--- config.mk ---
export PLATFORM = sky130hd
export DESIGN_NAME = pc_unit
export DESIGN_NICKNAME = d
export VERILOG_FILES = /design/src/rtl/pc_unit.sv
export SDC_FILE = /design/constraint.sdc
export NUM_CORES = 1
export LEC_CHECK = 0
export CAP_MARGIN = 20
export CORE_MARGIN = 2
export CORE_UTILIZATION = 39
export CTS_CLUSTER_DIAMETER = 100
export DETAILED_ROUTE_END_ITERATION = 10
export PLACE_DENSITY = 0.83
export SETUP_SLACK_MARGIN = 0.3
export SYNTH_ARGS = -nofsm -noshare
export SYNTH_HDL_FRONTEND = slang
export SYNTH_SLANG_ARGS = --single-unit
export TNS_END_PERCENT = 20
--- constraint.sdc ---
create_clock -name clk -period 3.9 [get_ports clk]
set_clock_uncertainty 0.1 [all_clocks]
set_input_delay 0.39 -clock clk [delete_from_list [all_inputs] [get_ports clk]]
set_output_delay 0.39 -clock clk [all_outputs]
set_load 0.005 [all_outputs]
--- src/rtl/pc_unit.sv ---
// Fetch-stage program counter: sequential increment, redirect, stall hold, and an
// optional return-address stack built only when PC_UNIT_RAS_EN is defined.
module pc_unit #(
    parameter int unsigned    WIDTH     = 16,
    parameter int unsigned    INC       = 2,
    parameter logic [WIDTH-1:0] RESET_VEC = '0,
    parameter int unsigned    RAS_DEPTH = 4
) (
    input  logic             clk,
    input  logic             rst,
    input  logic             stall,
    input  logic             redirect,
    input  logic [WIDTH-1:0] redirect_pc,
    input  logic             call,
    input  logic             ret,
    output logic [WIDTH-1:0] pc_out,
    output logic [WIDTH-1:0] pc_next,
    output logic             ras_empty,
    output logic             ras_full
);

    logic [WIDTH-1:0] seq;
    logic             ret_hit;
    logic [WIDTH-1:0] ret_target;

    assign seq = pc_out + WIDTH'(INC);

    // Next-PC priority: flush beats stall, stall beats predicted return.
    always_comb begin
        pc_next = seq;
        if (redirect)
            pc_next = redirect_pc;
        else if (stall)
            pc_next = pc_out;
        else if (ret_hit)
            pc_next = ret_target;
    end

    always_ff @(posedge clk or negedge rst) begin
        if (!rst)
            pc_out <= RESET_VEC;
        else
            pc_out <= pc_next;
    end

`ifdef PC_UNIT_RAS_EN
    localparam int unsigned PW = (RAS_DEPTH > 1) ? $clog2(RAS_DEPTH) : 1;
    localparam int unsigned CW = $clog2(RAS_DEPTH + 1);

    logic [WIDTH-1:0] ras [RAS_DEPTH];
    logic [PW-1:0]    tos, tos_n;
    logic [CW-1:0]    cnt, cnt_n;
    logic             has, upd, push, pop, swap;

    // tos points at the live top; pushing past full wraps onto the oldest slot.
    always_comb begin
        has   = (cnt != '0);
        upd   = !redirect && !stall;
        swap  = upd && call && ret && has;
        push  = upd && call && !swap;
        pop   = upd && ret && !call && has;
        tos_n = tos;
        cnt_n = cnt;
        if (push) begin
            tos_n = tos + PW'(1);
            if (cnt != CW'(RAS_DEPTH))
                cnt_n = cnt + CW'(1);
        end else if (pop) begin
            tos_n = tos - PW'(1);
            cnt_n = cnt - CW'(1);
        end
    end

    assign ret_hit    = ret && has;
    assign ret_target = ras[tos];

    always_ff @(posedge clk or negedge rst) begin
        if (!rst) begin
            tos       <= '0;
            cnt       <= '0;
            ras_empty <= 1'b1;
            ras_full  <= 1'b0;
        end else begin
            tos       <= tos_n;
            cnt       <= cnt_n;
            ras_empty <= (cnt_n == '0);
            ras_full  <= (cnt_n == CW'(RAS_DEPTH));
        end
    end

    // Storage is not reset; cnt alone decides which entries are live.
    always_ff @(posedge clk) begin
        if (push)
            ras[tos_n] <= seq;
        else if (swap)
            ras[tos] <= seq;
    end
`else
    localparam int unsigned unused_ras_depth = RAS_DEPTH;
    logic unused_ras_inputs;

    assign unused_ras_inputs = ^{call, ret};
    assign ret_hit    = 1'b0;
    assign ret_target = '0;
    assign ras_empty  = 1'b1;
    assign ras_full   = 1'b0;
`endif

endmodule

[After elaboration in Yosys (flattened, before gate mapping)]
Cells that the tools add are included.
Word-level totals
  register bits: 16
  input bits: 22
  output and inout port bits: 34
  word-level logic and storage cells: 4
Operators by class
  add/sub/neg operators: 1
  multiplexer cells: 2
Operators by type and width (number)
  $mux 16: 2
  $add 16x2->16 const B: 1

[Logic depth before layout (Yosys ltp)]
Gate-level depths: netlist of run 1.
  word-level depth: 3
  mapped depth: 5
  gate-level depth less buffers: 5

[Worst setup path before layout of run 1]
No wires, ideal clock.
  path kind: reg-to-output
  from: register pc_out[1]
  to: output port pc_next[9]
  data arrival time: 1.403 ns
  data required time: 3.410 ns
  path slack: 2.007 ns
  cell stages (with the launch flop): 6
  path buffers: 0
  path through: dfrtp_1 > ha_1 > nand4b_2 > or3_1 > xor2_1 > o21ai_1
Between the ends
  longest elaborated chain between the ends: 3
Ends and longest elaborated chain
  from (decl): RTL line 16  | output logic [WIDTH-1:0] pc_out,
  from (signal assigned): RTL line 43  | pc_out <= pc_next;
  $add 16x2->16: RTL line 26  | assign seq = pc_out + WIDTH'(INC);
  $mux 16: RTL line 33  | else if (stall)
  $mux 16: RTL line 31  | if (redirect)
  to (decl): RTL line 17  | output logic [WIDTH-1:0] pc_next,
Every way passes these cells.

[Worst setup path after layout of run 1]
  from: input port stall
  to: output port pc_next[9]
Between the ends
  longest elaborated chain between the ends: 2
Ends and longest elaborated chain
  from (decl): RTL line 11  | input logic stall,
  $mux 16: RTL line 33
  $mux 16: RTL line 31
Every way passes these cells.

==> results of run 1 <==
==> routing by layer <==
layer  vias up  global-route usage  routed length, um
li1        416                   -                  -
met1       383               0.220                893
met2        32               0.308               1150
met3         0              0.0314                146
met4         0              0.0513                  0
met5         -                   0                  0
==> metrics by stage <==
stage | hold WS (ns) | area [um2] | setup WS [ns] | cells
after floorplan | -0.00559 | 912 | 2.01 | 93
after global routing | 0.467 | 1450 | 0.840 | 170
after CTS | 0.460 | 1450 | 0.941 | 170
after global placement | 0.410 | 1430 | 1.01 | 167
after detailed placement | 0.433 | 1430 | 0.945 | 167
final | 0.445 | 1450 | 0.957 | 170
==> layout make-up <==
class	count	area, um2	share of cell area
Clock buffer	3	22.5	0.0155
Inverter	3	11.3	0.00775
Multi-Input combinational cell	69	474	0.326
Sequential cell	16	400	0.275
Tap cell	28	35.0	0.0241
Timing Repair Buffer	51	510	0.351
==> placed cells by master (no fill, tap or decap), types with 3 or more instances in the layout <==
cell type / netlist / routed
clkbuf_4: 0 / 3
clkdlybuf4s50_1: 0 / 51
dfrtp_1: 16 / 16
inv_1: 3 / 3
nand2_1: 15 / 15
nand3_1: 5 / 5
nor3_1: 3 / 3
nor4_2: 3 / 3
o21ai_0: 8 / 8
o21ai_1: 5 / 5
xnor2_1: 9 / 9
xor2_1: 5 / 5
==> Yosys cell counts (all sizes together) <==
cell | n | area [um2]
dfrtp | 16 | 400
nand2 | 15 | 56.3
o21ai | 13 | 65.1
xnor2 | 9 | 78.8
nand3 | 5 | 25.0
xor2 | 5 | 43.8
clkbuf | 3 | 11.3
inv | 3 | 11.3
nor3 | 3 | 15.0
nor4 | 3 | 37.5
and4b | 2 | 22.5
buf | 2 | 15.0
conb | 2 | 7.51
mux2 | 2 | 22.5
mux2i | 2 | 20.0
nand4 | 2 | 18.8
nand4b | 2 | 30.0
and2b | 1 | 8.76
ha | 1 | 12.5
nor2 | 1 | 3.75
or3 | 1 | 6.26
==> final timing paths <==
path                           start    endpoint  slack [ns]
max                            stall  pc_next[9]        0.96
min                              rst   pc_out[3]        0.45
max reg2reg                pc_out[1]  pc_out[15]        2.10
min reg2reg                pc_out[0]   pc_out[0]        0.45
max in group asynchronous        rst   pc_out[9]        2.79
min in group clk           pc_out[0]   pc_out[0]        0.45
==> cells by family (layout without fill, tap and decap cells) <==
group | Yosys count | after routing | share of synthesized area
AND/OR/NAND/NOR | 35 | 35 | 0.246
flip-flops | 16 | 16 | 0.439
XOR/XNOR | 14 | 14 | 0.134
AO/OA/AOI/OAI | 13 | 13 | 0.0713
buffers and inverters | 8 | 57 | 0.0411
multiplexers | 4 | 4 | 0.0466
other | 2 | 2 | 0.00823
adder cells (fa/ha/maj) | 1 | 1 | 0.0137
==> critical path: stages <==
cell and delay, ns:
clkdlybuf4s50_1 0.52, nand4b_2 0.33, or3_1 0.36, xor2_1 0.15, o21ai_1 0.17, clkdlybuf4s50_1 0.55
==> where the power goes <==
group	switching, mW	internal [mW]
combinational	0.0475	0.0927
sequential	0.0242	0.183
clock	0.0479	0.0357
total	0.120	0.311
==> impl_metrics.tcl, run 1 <==
set metrics [dict create \
    status "finished clean" \
    relSlewSlack 0.409 \
    worstPathRequired_ns 3.41 \
    dr.pass1.iters 4 \
    start_util 0.412 \
    cts_buffers 3 \
    cts_tree "done" \
    p_leak_nw 0.577 \
    largest_reg_flops 16 \
    cts.clk_slew.worst_paths_ns 0.09 \
    synth_nets 116 \
    grt_pass1_vias 833 \
    cts-hold-fix-buffers 0 \
    drc 0 \
    timing_hold_violations_final 0 \
    die_x_um 52.4 \
    vias 831 \
    yosysSeqAreaShare 0.439 \
    hp-class "primary input to async pin" \
    end_kind "primary output" \
    port_buffers 51 \
    fmax_mhz 340 \
    synth_warnings 0 \
    drive_gt1_frac 0.0986 \
    cp_max_fo 7 \
    start_kind "primary input" \
    vias_per_cell 4.89 \
    area_delta_synth_final_pct 59.4 \
    period_minus_slack_ns 2.94 \
    grt_pass1_wl_um 3620 \
    grt_util_all_layers 0.177 \
    gp_congestion 0.716 \
    antenna_cells 0 \
    maxCapViolations 0 \
    worstSetupPathType "primary input to primary output" \
    ir_drop_mv 0.243 \
    cts_sinks 16 \
    cts.repair.resized 0 \
    synthCells 93 \
    post-route-util 0.657 \
    setup_viol 0 \
    die_y_um 52.4 \
    drt-initial-drc-count 1 \
    ios 56 \
    wl_um 2190 \
    avgRoutedWirePerCell_um 12.9 \
    netlist_area_um2 912 \
    die-area_mm2 0.00274 \
    dp_hpwl_um 1760 \
    power_uw 431 \
    top_register "pc_out" \
    grt_overflow_total 0 \
    core_area_mm2 0.00221 \
    clockBufferDepth 2 \
    finalSetupTns_ns 0 \
    rows 17 \
    ys_ff_latch 16 \
    nets 167 \
    n_fill_cell 191 \
    rsz0062_at_grt "no" \
    htreeDepth 1 \
    power_per_cell_area_mw_per_mm2 296 \
    post-cts-setup-buffers 0 \
    timing.final.crit_share 0.755 \
    synth_cell_type_count 23 \
    grt_max_degree 30 \
    worst_pin_slew_ns 0.883 \
    antenna_found_initial 0 \
    ant_nets 0 \
    crit_arrival_ns 2.45 \
    avgSynthCellArea_um2 9.81 \
    worstRegToRegCells 5 \
    clock-root-buffer "clkbuf_4" \
    slew_violations 0 \
    biggestRegsByFlops "pc_out x16" \
    clk_latency_ns 0.27 \
]
Power figures use the tool's default switching activity.
==> run 2: changes to the inputs <==
--- a/config.mk
+++ b/config.mk
@@ -7,10 +7,10 @@
 export LEC_CHECK = 0
 export CAP_MARGIN = 20
 export CORE_MARGIN = 2
-export CORE_UTILIZATION = 39
+export CORE_UTILIZATION = 36
 export CTS_CLUSTER_DIAMETER = 100
 export DETAILED_ROUTE_END_ITERATION = 10
-export PLACE_DENSITY = 0.83
+export PLACE_DENSITY = 0.77
 export SETUP_SLACK_MARGIN = 0.3
 export SYNTH_ARGS = -nofsm -noshare
 export SYNTH_HDL_FRONTEND = slang
==> constraint.sdc (replaced) <==
create_clock -name clk -period 2.9 [get_ports clk]
set_clock_uncertainty 0.1 [all_clocks]
set_input_delay 0.29 -clock clk [delete_from_list [all_inputs] [get_ports clk]]
set_output_delay 0.29 -clock clk [all_outputs]
set_load 0.005 [all_outputs]
==> impl_metrics.tcl, run 2 (synthesized netlist as in run 1, its figures left out) <==
set metrics [dict create \
    status "finished clean" \
    relSlewSlack 0.526 \
    power_uw 628 \
    htreeDepth 1 \
    cts.clk_slew.worst_paths_ns 0.10 \
    crit_chain "and4b_2 -> nand3_1 -> xor2_1 -> o21ai_0 -> clkdlybuf4s50_1" \
    biggestRegsByFlops "pc_out x16" \
    gp_congestion 0.660 \
    finalInstanceArea_mm2 0.00153 \
    start_kind "flop" \
    drt-initial-drc-count 11 \
    dr.pass1.iters 4 \
    grt_overflow_total 0 \
    cpLargestDelayFamily "buffers and inverters" \
    rows 18 \
    nets 170 \
    worstPathRequired_ns 2.51 \
    largest_reg_flops 16 \
    grt_max_degree 30 \
    crit_start "pc_out[3]" \
    end_kind "primary output" \
    switchingPower_uw 174 \
    grt_pass1_wl_um 3640 \
    swShare 0.278 \
    power.internal_uw 454 \
    vias_per_cell 4.84 \
    worst_pin_slew_ns 0.708 \
    crit_arrival_ns 2.14 \
    final_cells 176 \
    period_minus_slack_ns 2.53 \
    dp_hpwl_um 1750 \
    drc 0 \
    die_y_um 54.3 \
    wl_um 2280 \
    drive_gt1_frac 0.151 \
    final_cell_mix "clkdlybuf4s50_1 (49), nand2_1 (15), dfrtp_1 (14), xnor2_1 (9), o21ai_0 (8)" \
    core_area_mm2 0.00243 \
    timing_hold_violations_final 0 \
    combPwrFrac 0.323 \
    cts_sinks 16 \
    ios 56 \
    hold_ws_ns 0.318 \
    die_x_um 54.3 \
    start_util 0.375 \
    cts_buffers 3 \
    clockPowerShare 0.235 \
    cp_max_fo 6 \
    setup_viol 0 \
    path_buf_inv 1 \
    vias 852 \
    ir_drop_mv 0.209 \
    final_common_cell "clkdlybuf4s50_1" \
    maxCapViolations 0 \
    ant_nets 0 \
    cts-hold-fix-buffers 0 \
    fmax_mhz 396 \
    p_leak_nw 0.638 \
    grt_util_all_layers 0.167 \
    clockBufferDepth 2 \
    area_delta_synth_final_pct 67.8 \
    die-area_mm2 0.00295 \
    rsz0062_at_grt "yes" \
    place_area_mm2 0.00144 \
    grt_pass1_vias 824 \
    cts_tree "done" \
    slowest_stage "clkdlybuf4s50_1" \
    avgRoutedWirePerCell_um 13.0 \
    clock-root-buffer "clkbuf_4" \
    slew_violations 0 \
    finalSetupTns_ns 0 \
    max_stage_delay_ns 0.56 \
    clk_latency_ns 0.29 \
    seqPwrFrac 0.441 \
    n_fill_cell 223 \
    hp-class "primary input to async pin" \
    timing.final.crit_share 0.872 \
    antenna_cells 0 \
    dp_cells 170 \
    antenna_found_initial 0 \
    port_buffers 51 \
    power_per_cell_area_mw_per_mm2 411 \
    worstSetupPathType "flop to primary output" \
    r2r-start "pc_out[8]" \
    top_register "pc_out" \
]
[run 2: cell count changes in the layout (fill, tap and decap cells not counted), sizes merged]
cell and change:
dlygate4sd2 +1, clkbuf +1, clkdlybuf4s50 -2, buf +3
dlymetal6s2s +1
[run 2: power by group through the flow]
stage	sequential, mW	combinational [mW]	clock, mW
2_1_floorplan	0.279	0.0610	0
3_3_place_gp	0.281	0.188	0
3_5_place_dp	0.282	0.192	0
4_1_cts	0.276	0.206	0.154
5_1_grt	0.282	0.224	0.162
6_report	0.277	0.203	0.148
[run 2: path summary, 6_finish.rpt]
kind | endpoint | slack [ns] | depth (start not counted)
max in group asynchronous | pc_out[5] | 1.89 | 1
worst max register to register | pc_out[15] | 1.33 | 4
worst max-delay path | pc_next[6] | 0.37 | 5
min in group clk | pc_out[0] | 0.43 | 1
worst min register to register | pc_out[0] | 0.43 | 1
worst min-delay path | pc_out[10] | 0.32 | 1
[run 2: cell type report]
cell class | instances | area [um2] | area share
clock buffers | 4 | 36.3 | 0.0237
flip-flops and latches | 16 | 403 | 0.263
inverters | 3 | 11.3 | 0.00736
multi-input cells | 69 | 508 | 0.332
repair buffers | 54 | 534 | 0.349
well taps | 30 | 37.5 | 0.0245
[run 2: worst reg2reg max path, cell delays in order, from the launching register on]
cell and delay, ns:
dfrtp_1 0.46, nand4_2 0.21, nor4_4 0.33, xor2_1 0.09, mux2_2 0.27
[run 2: timing repair]
| item | in CTS | in global routing |
|---|---|---|
| pin swaps | 0 | 0 |
| setup buffers | 2 | 0 |
| gates resized for setup | 5 | 4 |
| endpoints found under the setup margin | 6 | 8 |
[run 2: metrics by stage]
step | util | worst slack [ns]
after floorplan | - | 1.11
after global placement | 0.593 | 0.215
after detailed placement | 0.593 | 0.177
after CTS | 0.622 | 0.314
after global routing | 0.629 | 0.214
final | 0.629 | 0.372
[run 2: per-layer routing]
metal,global-route usage,vias to the layer above,part of all wire
met5,0,-,0
met4,0.0250,0,0.0035
met3,0.0383,2,0.071
met2,0.295,38,0.49
met1,0.209,387,0.44
li1,-,425,-
